===== src/rtl/store_write_buffer.sv =====
// Post-commit store FIFO that drains committed stores in order to the DataCache write port.
// Define WB_FORWARD_EN to forward full-word data from the youngest matching pending store.
module store_write_buffer #(
    parameter int DEPTH  = 4,
    parameter int ADDR_W = 32,
    parameter int DATA_W = 32
) (
    input  logic              clk,
    input  logic              rst,
    input  logic              rob_write,
    input  logic [ADDR_W-1:0] rob_addr,
    input  logic [DATA_W-1:0] rob_data,
    input  logic [3:0]        rob_mask,
    output logic              rob_ready,
    output logic              dc_write,
    output logic [ADDR_W-1:0] dc_addr,
    output logic [DATA_W-1:0] dc_data,
    output logic [3:0]        dc_mask,
    input  logic              dc_write_done,
    input  logic [ADDR_W-1:0] ld_addr,
    output logic              ld_hazard,
    output logic              fwd_hit,
    output logic [DATA_W-1:0] fwd_data,
    output logic              empty
);

    localparam int               PTR_W    = $clog2(DEPTH);
    localparam logic [PTR_W:0]   FULL_CNT = (PTR_W+1)'(DEPTH);
    localparam logic [PTR_W:0]   CNT_ONE  = (PTR_W+1)'(1);
    localparam logic [PTR_W-1:0] PTR_ONE  = PTR_W'(1);

    typedef enum logic {IDLE, BUSY} state_e;

    state_e            state_q, state_d;
    logic [PTR_W-1:0]  wrPtr_q, wrPtr_d, rdPtr_q, rdPtr_d;
    logic [PTR_W:0]    count_q, count_d;
    logic [DEPTH-1:0]  valid_q, valid_d;
    logic              dcWrite_q, dcWrite_d;
    logic [ADDR_W-1:0] dcAddr_q, dcAddr_d;
    logic [DATA_W-1:0] dcData_q, dcData_d;
    logic [3:0]        dcMask_q, dcMask_d;

    logic [ADDR_W-1:0] addrMem_q [DEPTH];
    logic [DATA_W-1:0] dataMem_q [DEPTH];
    logic [3:0]        maskMem_q [DEPTH];

    logic              full, push, pop;
    logic [DEPTH-1:0]  wordMatch;
    logic              unusedLdLow;

    assign full      = (count_q == FULL_CNT);
    assign empty     = (count_q == '0);
    assign rob_ready = !full;
    assign push      = rob_write && !full;

    assign dc_write  = dcWrite_q;
    assign dc_addr   = dcAddr_q;
    assign dc_data   = dcData_q;
    assign dc_mask   = dcMask_q;

    always_comb begin
        state_d   = state_q;
        dcWrite_d = dcWrite_q;
        dcAddr_d  = dcAddr_q;
        dcData_d  = dcData_q;
        dcMask_d  = dcMask_q;
        pop       = 1'b0;
        case (state_q)
            IDLE: begin
                if (!empty) begin
                    dcAddr_d  = addrMem_q[rdPtr_q];
                    dcData_d  = dataMem_q[rdPtr_q];
                    dcMask_d  = maskMem_q[rdPtr_q];
                    dcWrite_d = 1'b1;
                    state_d   = BUSY;
                end
            end
            BUSY: begin
                if (dc_write_done) begin
                    pop       = 1'b1;
                    dcWrite_d = 1'b0;
                    state_d   = IDLE;
                end
            end
            default: state_d = IDLE;
        endcase
    end

    // Push and pop never target the same slot: that would need the buffer both empty and busy.
    always_comb begin
        wrPtr_d = wrPtr_q;
        rdPtr_d = rdPtr_q;
        valid_d = valid_q;
        count_d = count_q;
        if (pop) begin
            valid_d[rdPtr_q] = 1'b0;
            rdPtr_d          = rdPtr_q + PTR_ONE;
        end
        if (push) begin
            valid_d[wrPtr_q] = 1'b1;
            wrPtr_d          = wrPtr_q + PTR_ONE;
        end
        case ({push, pop})
            2'b10:   count_d = count_q + CNT_ONE;
            2'b01:   count_d = count_q - CNT_ONE;
            default: count_d = count_q;
        endcase
    end

    always_ff @(posedge clk) begin
        if (rst) begin
            state_q   <= IDLE;
            wrPtr_q   <= '0;
            rdPtr_q   <= '0;
            count_q   <= '0;
            valid_q   <= '0;
            dcWrite_q <= 1'b0;
            dcAddr_q  <= '0;
            dcData_q  <= '0;
            dcMask_q  <= '0;
        end else begin
            state_q   <= state_d;
            wrPtr_q   <= wrPtr_d;
            rdPtr_q   <= rdPtr_d;
            count_q   <= count_d;
            valid_q   <= valid_d;
            dcWrite_q <= dcWrite_d;
            dcAddr_q  <= dcAddr_d;
            dcData_q  <= dcData_d;
            dcMask_q  <= dcMask_d;
        end
    end

    always_ff @(posedge clk) begin
        if (push) begin
            addrMem_q[wrPtr_q] <= rob_addr;
            dataMem_q[wrPtr_q] <= rob_data;
            maskMem_q[wrPtr_q] <= rob_mask;
        end
    end

    // Lookup is word-granular; the byte offset of the load never takes part.
    always_comb begin
        wordMatch = '0;
        for (int i = 0; i < DEPTH; i++) begin
            wordMatch[i] = valid_q[i] && (addrMem_q[i][ADDR_W-1:2] == ld_addr[ADDR_W-1:2]);
        end
    end

    assign unusedLdLow = ^ld_addr[1:0];

`ifdef WB_FORWARD_EN
    logic [PTR_W-1:0] selIdx;
    logic             anyMatch;
    logic             fwdFull;

    // Scan oldest to youngest so the last match written is the entry nearest below wr_ptr.
    always_comb begin
        selIdx   = '0;
        anyMatch = 1'b0;
        for (int k = DEPTH; k >= 1; k--) begin
            if (wordMatch[wrPtr_q - PTR_W'(k)]) begin
                selIdx   = wrPtr_q - PTR_W'(k);
                anyMatch = 1'b1;
            end
        end
        fwdFull   = anyMatch && (maskMem_q[selIdx] == 4'b1111);
        fwd_hit   = fwdFull;
        fwd_data  = fwdFull ? dataMem_q[selIdx] : '0;
        ld_hazard = anyMatch && !fwdFull;
    end
`else
    assign fwd_hit   = 1'b0;
    assign fwd_data  = '0;
    assign ld_hazard = |wordMatch;
`endif

endmodule

===== config.mk =====
export PLATFORM = sky130hd
export DESIGN_NAME = store_write_buffer
export DESIGN_NICKNAME = d
export VERILOG_FILES = /design/src/rtl/store_write_buffer.sv
export SDC_FILE = /design/constraint.sdc
export NUM_CORES = 1
export LEC_CHECK = 0
export CAP_MARGIN = 20
export CORE_MARGIN = 4
export CORE_UTILIZATION = 50
export CTS_BUF_LIST = sky130_fd_sc_hd__clkbuf_4 sky130_fd_sc_hd__clkbuf_8
export CTS_CLUSTER_DIAMETER = 50
export CTS_CLUSTER_SIZE = 20
export DETAILED_ROUTE_END_ITERATION = 6
export HOLD_SLACK_MARGIN = 0.06
export PLACE_DENSITY = 0.74
export SLEW_MARGIN = 20
export SYNTH_ARGS = -nofsm -noshare
export SYNTH_HDL_FRONTEND = slang
export SYNTH_SLANG_ARGS = --single-unit

===== constraint.sdc =====
create_clock -name clk -period 3.33 [get_ports clk]
set_clock_uncertainty 0.15 [all_clocks]
set_input_delay 0.666 -clock clk [delete_from_list [all_inputs] [get_ports clk]]
set_output_delay 0.666 -clock clk [all_outputs]
set_load 0.02 [all_outputs]

-- Yosys cells after proc, flatten, opt, wreduce, memory -nomap -nowiden
Memories as Yosys holds them, arrays and structs flattened. A register that Yosys moved wholly into a read port is not among the register bits.
Index checks and enable logic that the tools add are counted.
- memories: 3
- RAM bits: 272
- output and inout bits: 105
- word-level logic and storage cells: 61
- flip-flop bits (word level): 13
- input port bits: 104
- equality and inequality tests: 9
- bitwise logic cells: 5
- add/subtract/negate cells: 4
- magnitude comparators: 4
- mux-type cells: 17
- reductions and logical operators: 13
- memory list (name ; words ; bits a word ; rd ports ; clocked after memory_dff ; wr ports ; line ; source):
    addrMem_q ; 4 ; 32 ; 5 ; 1 ; 1 ; 43 ; logic [ADDR_W-1:0] addrMem_q [DEPTH];
    dataMem_q ; 4 ; 32 ; 1 ; 1 ; 1 ; 44 ; logic [DATA_W-1:0] dataMem_q [DEPTH];
    maskMem_q ; 4 ; 4 ; 1 ; 1 ; 1 ; 45 ; logic [3:0] maskMem_q [DEPTH];
- operator list (cell ; count):
    30-bit equality test ; 4
    1-bit two-way mux ; 10
    4-bit two-way mux ; 2
    1-bit logical AND ; 7
    2-bit by 3-bit < comparator with 1-bit output (second input constant) ; 2
    3-bit one-hot mux with 2 select lines ; 1
    2-bit by 1-bit adder with 2-bit output (second input constant) ; 2
    4-bit bitwise AND ; 1
    1-bit demux with 2-bit select ; 2
    2-bit by 1-bit >= comparator with 1-bit output (second input constant) ; 2
    2-bit != test (second input constant) ; 2
    4-bit NOT ; 1
    4-bit OR ; 1
    1-bit one-hot mux with 2 select lines ; 2
    2-bit AND reduction ; 2
    4-bit OR reduction ; 1
    3-bit by 1-bit adder with 3-bit output (second input constant) ; 1
    3-bit equality test (second input constant) ; 1
    3-bit zero test ; 1
    3-bit by 1-bit subtractor with 3-bit output (second input constant) ; 1
    2-bit by 1-bit equality test with 1-bit output (second input constant) ; 1
    2-bit equality test (second input constant) ; 1
    1-bit NOT ; 2
    2-bit nonzero test ; 1
    1-bit zero test ; 1

-- Depth between registers and ports, before layout
- depth after elaboration: 9
- gate-level depth with buffers: 10
- gate-level depth less buffers: 10

-- Least setup slack after synthesis
No wires, ideal clock.
- kind: flip-flop to flip-flop
- start: register count_q[1]
- end: memory addrMem_q[0][0], enable pin
- stages on the path, launching flop included: 4
- path slack: 0.282 ns
- buffers on the path: 0
- library setup time: 0.435 ns
- arrival: 2.463 ns
- required time: 2.745 ns
- period minus slack after synthesis: 3.048 ns
- cells stage by stage: dfxtp_1 > inv_1 > nand3_1 > and3_1
- word-level cells in the longest chain between the ends: 5
- RTL lines (item ; line ; source):
    start: declaration ; 36 ; logic [PTR_W:0] count_q, count_d;
    start signal: assignment ; 125 ; count_q <= count_d;
    3-bit equality test ; 51 ; assign full = (count_q == FULL_CNT);
    1-bit zero test ; -- ;
    net rob_ready ; 14 ; output logic rob_ready,
    1-bit logical AND ; 54 ; assign push = rob_write && !full;
    1-bit two-way mux ; 135 ; if (push) begin
    1-bit two-way mux (implied by the code) ; 136 ; addrMem_q[wrPtr_q] <= rob_addr;
    end: declaration ; 43 ;
The timed path passes the listed nets, and every way through them passes these cells.

-- Worst setup path after layout
- start: input ld_addr[25]
- end: output ld_hazard
- word-level cells in the longest chain between the ends: 3
- elaborated cells between the ends (all ways): 9
- classes of those cells: eq/ne: 4; reduce/logical: 5
- RTL lines (item ; line ; source):
    start: declaration ; 20 ; input logic [ADDR_W-1:0] ld_addr,
    30-bit equality test ; 146 ; wordMatch[i] = valid_q[i] && (addrMem_q[i][ADDR_W-1:2] == ld_addr[ADDR_W-1:2]);
    1-bit logical AND ; 146 ;
    4-bit OR reduction * ; 175 ; assign ld_hazard = |wordMatch;
    end: declaration ; 21 ; output logic ld_hazard,
Mark *: on every way between the ends. The rest lies on a longest branch, timed or not.

==> results.tsv <==
stage	metric	value	unit
worst_setup_path	critPathSlowestCell	clkdlybuf4s50_1	
power_and_ir_drop	netSwitchingPower	4.13	mW
timing	setup_viol	0	
power_and_ir_drop	peakVddDrop	483	uV
worst_setup_path	crit_arrival	2.38	ns
layout	fillers	2130	
layout	syn2layout_area_growth	22.5	%
hold_path	holdPathEnd	dc_addr[22]	
hold_path	hold_path_class	flip-flop to flip-flop	
timing	finalHoldViolCount	0	
worst_setup_path	cp_data_required_time	2.51	ns
power_and_ir_drop	p_clk_frac	0.242	
route	drt_iter0_drc	693	
power_and_ir_drop	power	12.5	mW
worst_setup_path	r2r_slack	0.87	ns
power_and_ir_drop	p_seq_frac	0.460	
floorplan	core_region_area	28600	sq um
clock_network	hold_buffers	0	
layout	final_layout_size_suffix_gt1_frac	0.192	
worst_setup_path	critical_path.startpoint	ld_addr[25]	
power_and_ir_drop	intPower	8.40	mW
floorplan	die_area	31800	sq um
synthesis	syn_area	14500	sq um
synthesis	synth_top_family_by_area	multiplexers	
placement	port_buffers	173	
synthesis	synth_compound_area_frac	0.0311	
synthesis	synthAdderAreaFrac	0.00915	
clock_network	clk_pin_slew	0.09	ns
clock_network	cts_tree	built	
route	wl	32900	microns
route	routedWlPerCell	21.3	microns
floorplan	start_util	0.507	
clock_network	cts_root_buffer	clkbuf_8	
placement	place_congestion	0.901	
route	vias	8259	
floorplan	num_rows	62	
route	vias_per_cell	5.34	
layout	instances_no_fill	1547	
global_route	grt_usage	0.207	
worst_setup_path	critPathKind	primary input to output pin	
power_and_ir_drop	leakage	5.88	nW
power_and_ir_drop	power_density	705	nW/um^2
clock_network	post-cts-setup-buffers	0	
global_route	grt_max_degree	61	
synthesis	synth-seq-area-share	0.675	
synthesis	synth_cell_types	30	
clock_network	cts_sinks	353	
synthesis	ys_warn_count	0	
global_route	grt_pass1_vias	8400	
power_and_ir_drop	swShare	0.329	
power_and_ir_drop	combPwrFrac	0.297	
route	drc	0	
synthesis	synth_mux_area_frac	0.107	
worst_setup_path	cpMostUsedCell	nand4_1	
worst_setup_path	rr_startpoint	count_q[0]	
hold_path	worstHoldStart	dc_addr[22]	
placement	place_inst	1482	
synthesis	synth_xor_area_frac	0.0749	
global_route	overflow	0	
synthesis	yosys.area_share.simple	0.0635	
timing	fmax	0.313	GHz
floorplan	die_w	178	microns
worst_setup_path	cp-start-kind	primary input	
synthesis	netlist_instances	939	
timing	tightest_slew	0.813	ns
worst_setup_path	crit_chain	clkdlybuf4s50_1 -> xnor2_1 -> nand4_1 -> nor4_2 -> nand4_1 -> nand4_1 -> buf_2	
timing	hold_slack	0.305	ns
status	status	complete, no violations	
floorplan	io_pins	209	
worst_setup_path	endpoint_kind	output pin	
timing	slew_violations	0	
worst_setup_path	r2r_cells	10	
worst_setup_path	slowest_delay	0.54	ns
clock_network	cts_max_path_buffers	3	
worst_setup_path	cp_max_fo	4	
run	cap_violations	0	
timing	slew_headroom	0.458	
timing	period_minus_slack	3.20	ns
hold_path	hold_path_depth	2	
route	drt_pass1_iterations	5	
timing	fin_crit_sh	0.960	
worst_setup_path	r2r-end	count_q[2]	
route	ant_nets	0	
placement	hpwlAfterDp	22500	microns
synthesis	postSynthAreaPerCell	15.4	sq um
floorplan	fp.dieH	178	microns
clock_network	cts_buffers	35	
clock_network	insertion_delay	0.54	ns
global_route	antenna_found_initial	5	
clock_network	ctsHtreeMaxLevel	2	
global_route	grt_pass1_wl	49200	microns
synthesis	synth-seq-cells	353	
layout	final_nets	1249	
timing	grt_setup_unrepaired	no	
==> power groups by stage <==
stage	registers [mW]	clock network [mW]	logic, mW
after floorplan	6.18	0	1.92
after global placement	5.84	0	3.72
after detailed placement	5.87	0	3.77
after CTS	5.77	3.11	3.79
after global routing	5.84	3.30	4.03
final	5.76	3.04	3.73
==> critical path: cells and delay by family <==
family / cells / cell delay, ns
buf+inv: 2 / 0.72
xor+xnor: 1 / 0.30
simple gates: 4 / 0.69
==> layout make-up <==
type	count	area (sq um)	area share
flip-flops and latches	353	9800	0.551
multi-input cells	519	4400	0.248
repair buffers	218	2220	0.125
clock buffers	39	537	0.0302
well taps	384	480	0.0270
clock inverters	24	290	0.0163
inverters	8	30.0	0.00169
diodes	2	5.00	0.000282
==> routing by layer <==
layer,wire [microns],GRT usage,vias to the layer above
li1,-,-,3780
met1,13700,0.288,4118
met2,16000,0.335,303
met4,645,0.0553,6
met5,41,0,-
met3,2470,0.0439,52
==> registers in the layout (all words and copies together) (netlist names) <==
register,count
dc_mask,4
rdPtr_q,2
addrMem_q,128
valid_q,4
dataMem_q,128
wrPtr_q,2
dc_addr,32
count_q,3
maskMem_q,16
dc_data,32
dc_write,1
state_q,1
==> synthesized netlist by cell type, drive strengths merged <==
library cell  instances  area share
buf                  63       0.030
xnor2                78       0.047
nand4                25       0.011
o21ai                 1     0.00034
or3                   1     0.00043
conb                  1     0.00026
mux4                 68        0.11
nand3                 1     0.00034
xor2                 46       0.028
and2                  2     0.00086
or2                   1     0.00043
and3                  4      0.0017
fa                    1      0.0014
clkbuf               28      0.0072
nand2               140       0.036
mux2i                 2      0.0014
inv                   8      0.0021
ha                    9      0.0078
a21oi                74       0.031
nor3                  3      0.0018
dfxtp                81        0.11
nor4                 17      0.0073
nor2                 13      0.0035
edfxtp              272        0.56
==> kinds of logic after synthesis <==
family	Yosys count
compound gates	75
xor+xnor	124
flops	353
simple gates	207
other cells	1
mux	70
fa+ha+maj	10
buf+inv	99
==> worst max-delay path by stage <==
stage,endpoint,slack (ns)
3_3_place_gp,ld_hazard,-0.38
5_1_grt,ld_hazard,0.09
3_5_place_dp,ld_hazard,-0.40
2_1_floorplan,addrMem_q[0][0],0.28
6_report,ld_hazard,0.13
4_1_cts,ld_hazard,0.001
==> per-stage QoR <==
step	utilization	TNS [ns]	area, sq um	setup WS, ns
global placement	0.587	-0.383	16800	-0.383
finish	0.621	0	17800	0.135
CTS	0.617	0	17700	0.00137
floorplan	-	0	14600	0.282
global route	0.621	0	17800	0.0884
detailed placement	0.587	-0.397	16800	-0.397
==> repair_timing <==
item,CTS,global route
endpoints found under the hold margin,0,0
pin swaps,0,3
endpoints found under the setup margin,1,1
gates resized for setup,8,23
==> cells in the final DEF, fill, tap and decap left out, types with 6 or more instances in the layout <==
| cell type | netlist | routed |
|---|---|---|
| buf_4 | 41 | 35 |
| buf_12 | 0 | 11 |
| nor2_1 | 12 | 12 |
| mux4_2 | 68 | 68 |
| clkbuf_8 | 0 | 39 |
| nor4_1 | 17 | 11 |
| ha_1 | 9 | 9 |
| a21oi_2 | 20 | 20 |
| inv_1 | 8 | 8 |
| a21oi_1 | 54 | 54 |
| xor2_1 | 46 | 46 |
| nand2_1 | 140 | 140 |
| inv_6 | 0 | 8 |
| dfxtp_1 | 81 | 79 |
| edfxtp_1 | 272 | 272 |
| conb_1 | 1 | 33 |
| dlymetal6s2s_1 | 0 | 10 |
| clkdlybuf4s50_1 | 0 | 160 |
| xnor2_2 | 0 | 10 |
| xnor2_1 | 78 | 68 |
| nor4_2 | 0 | 6 |
| nand4_1 | 25 | 25 |
Note: power is estimated with default switching activity, not from simulation.
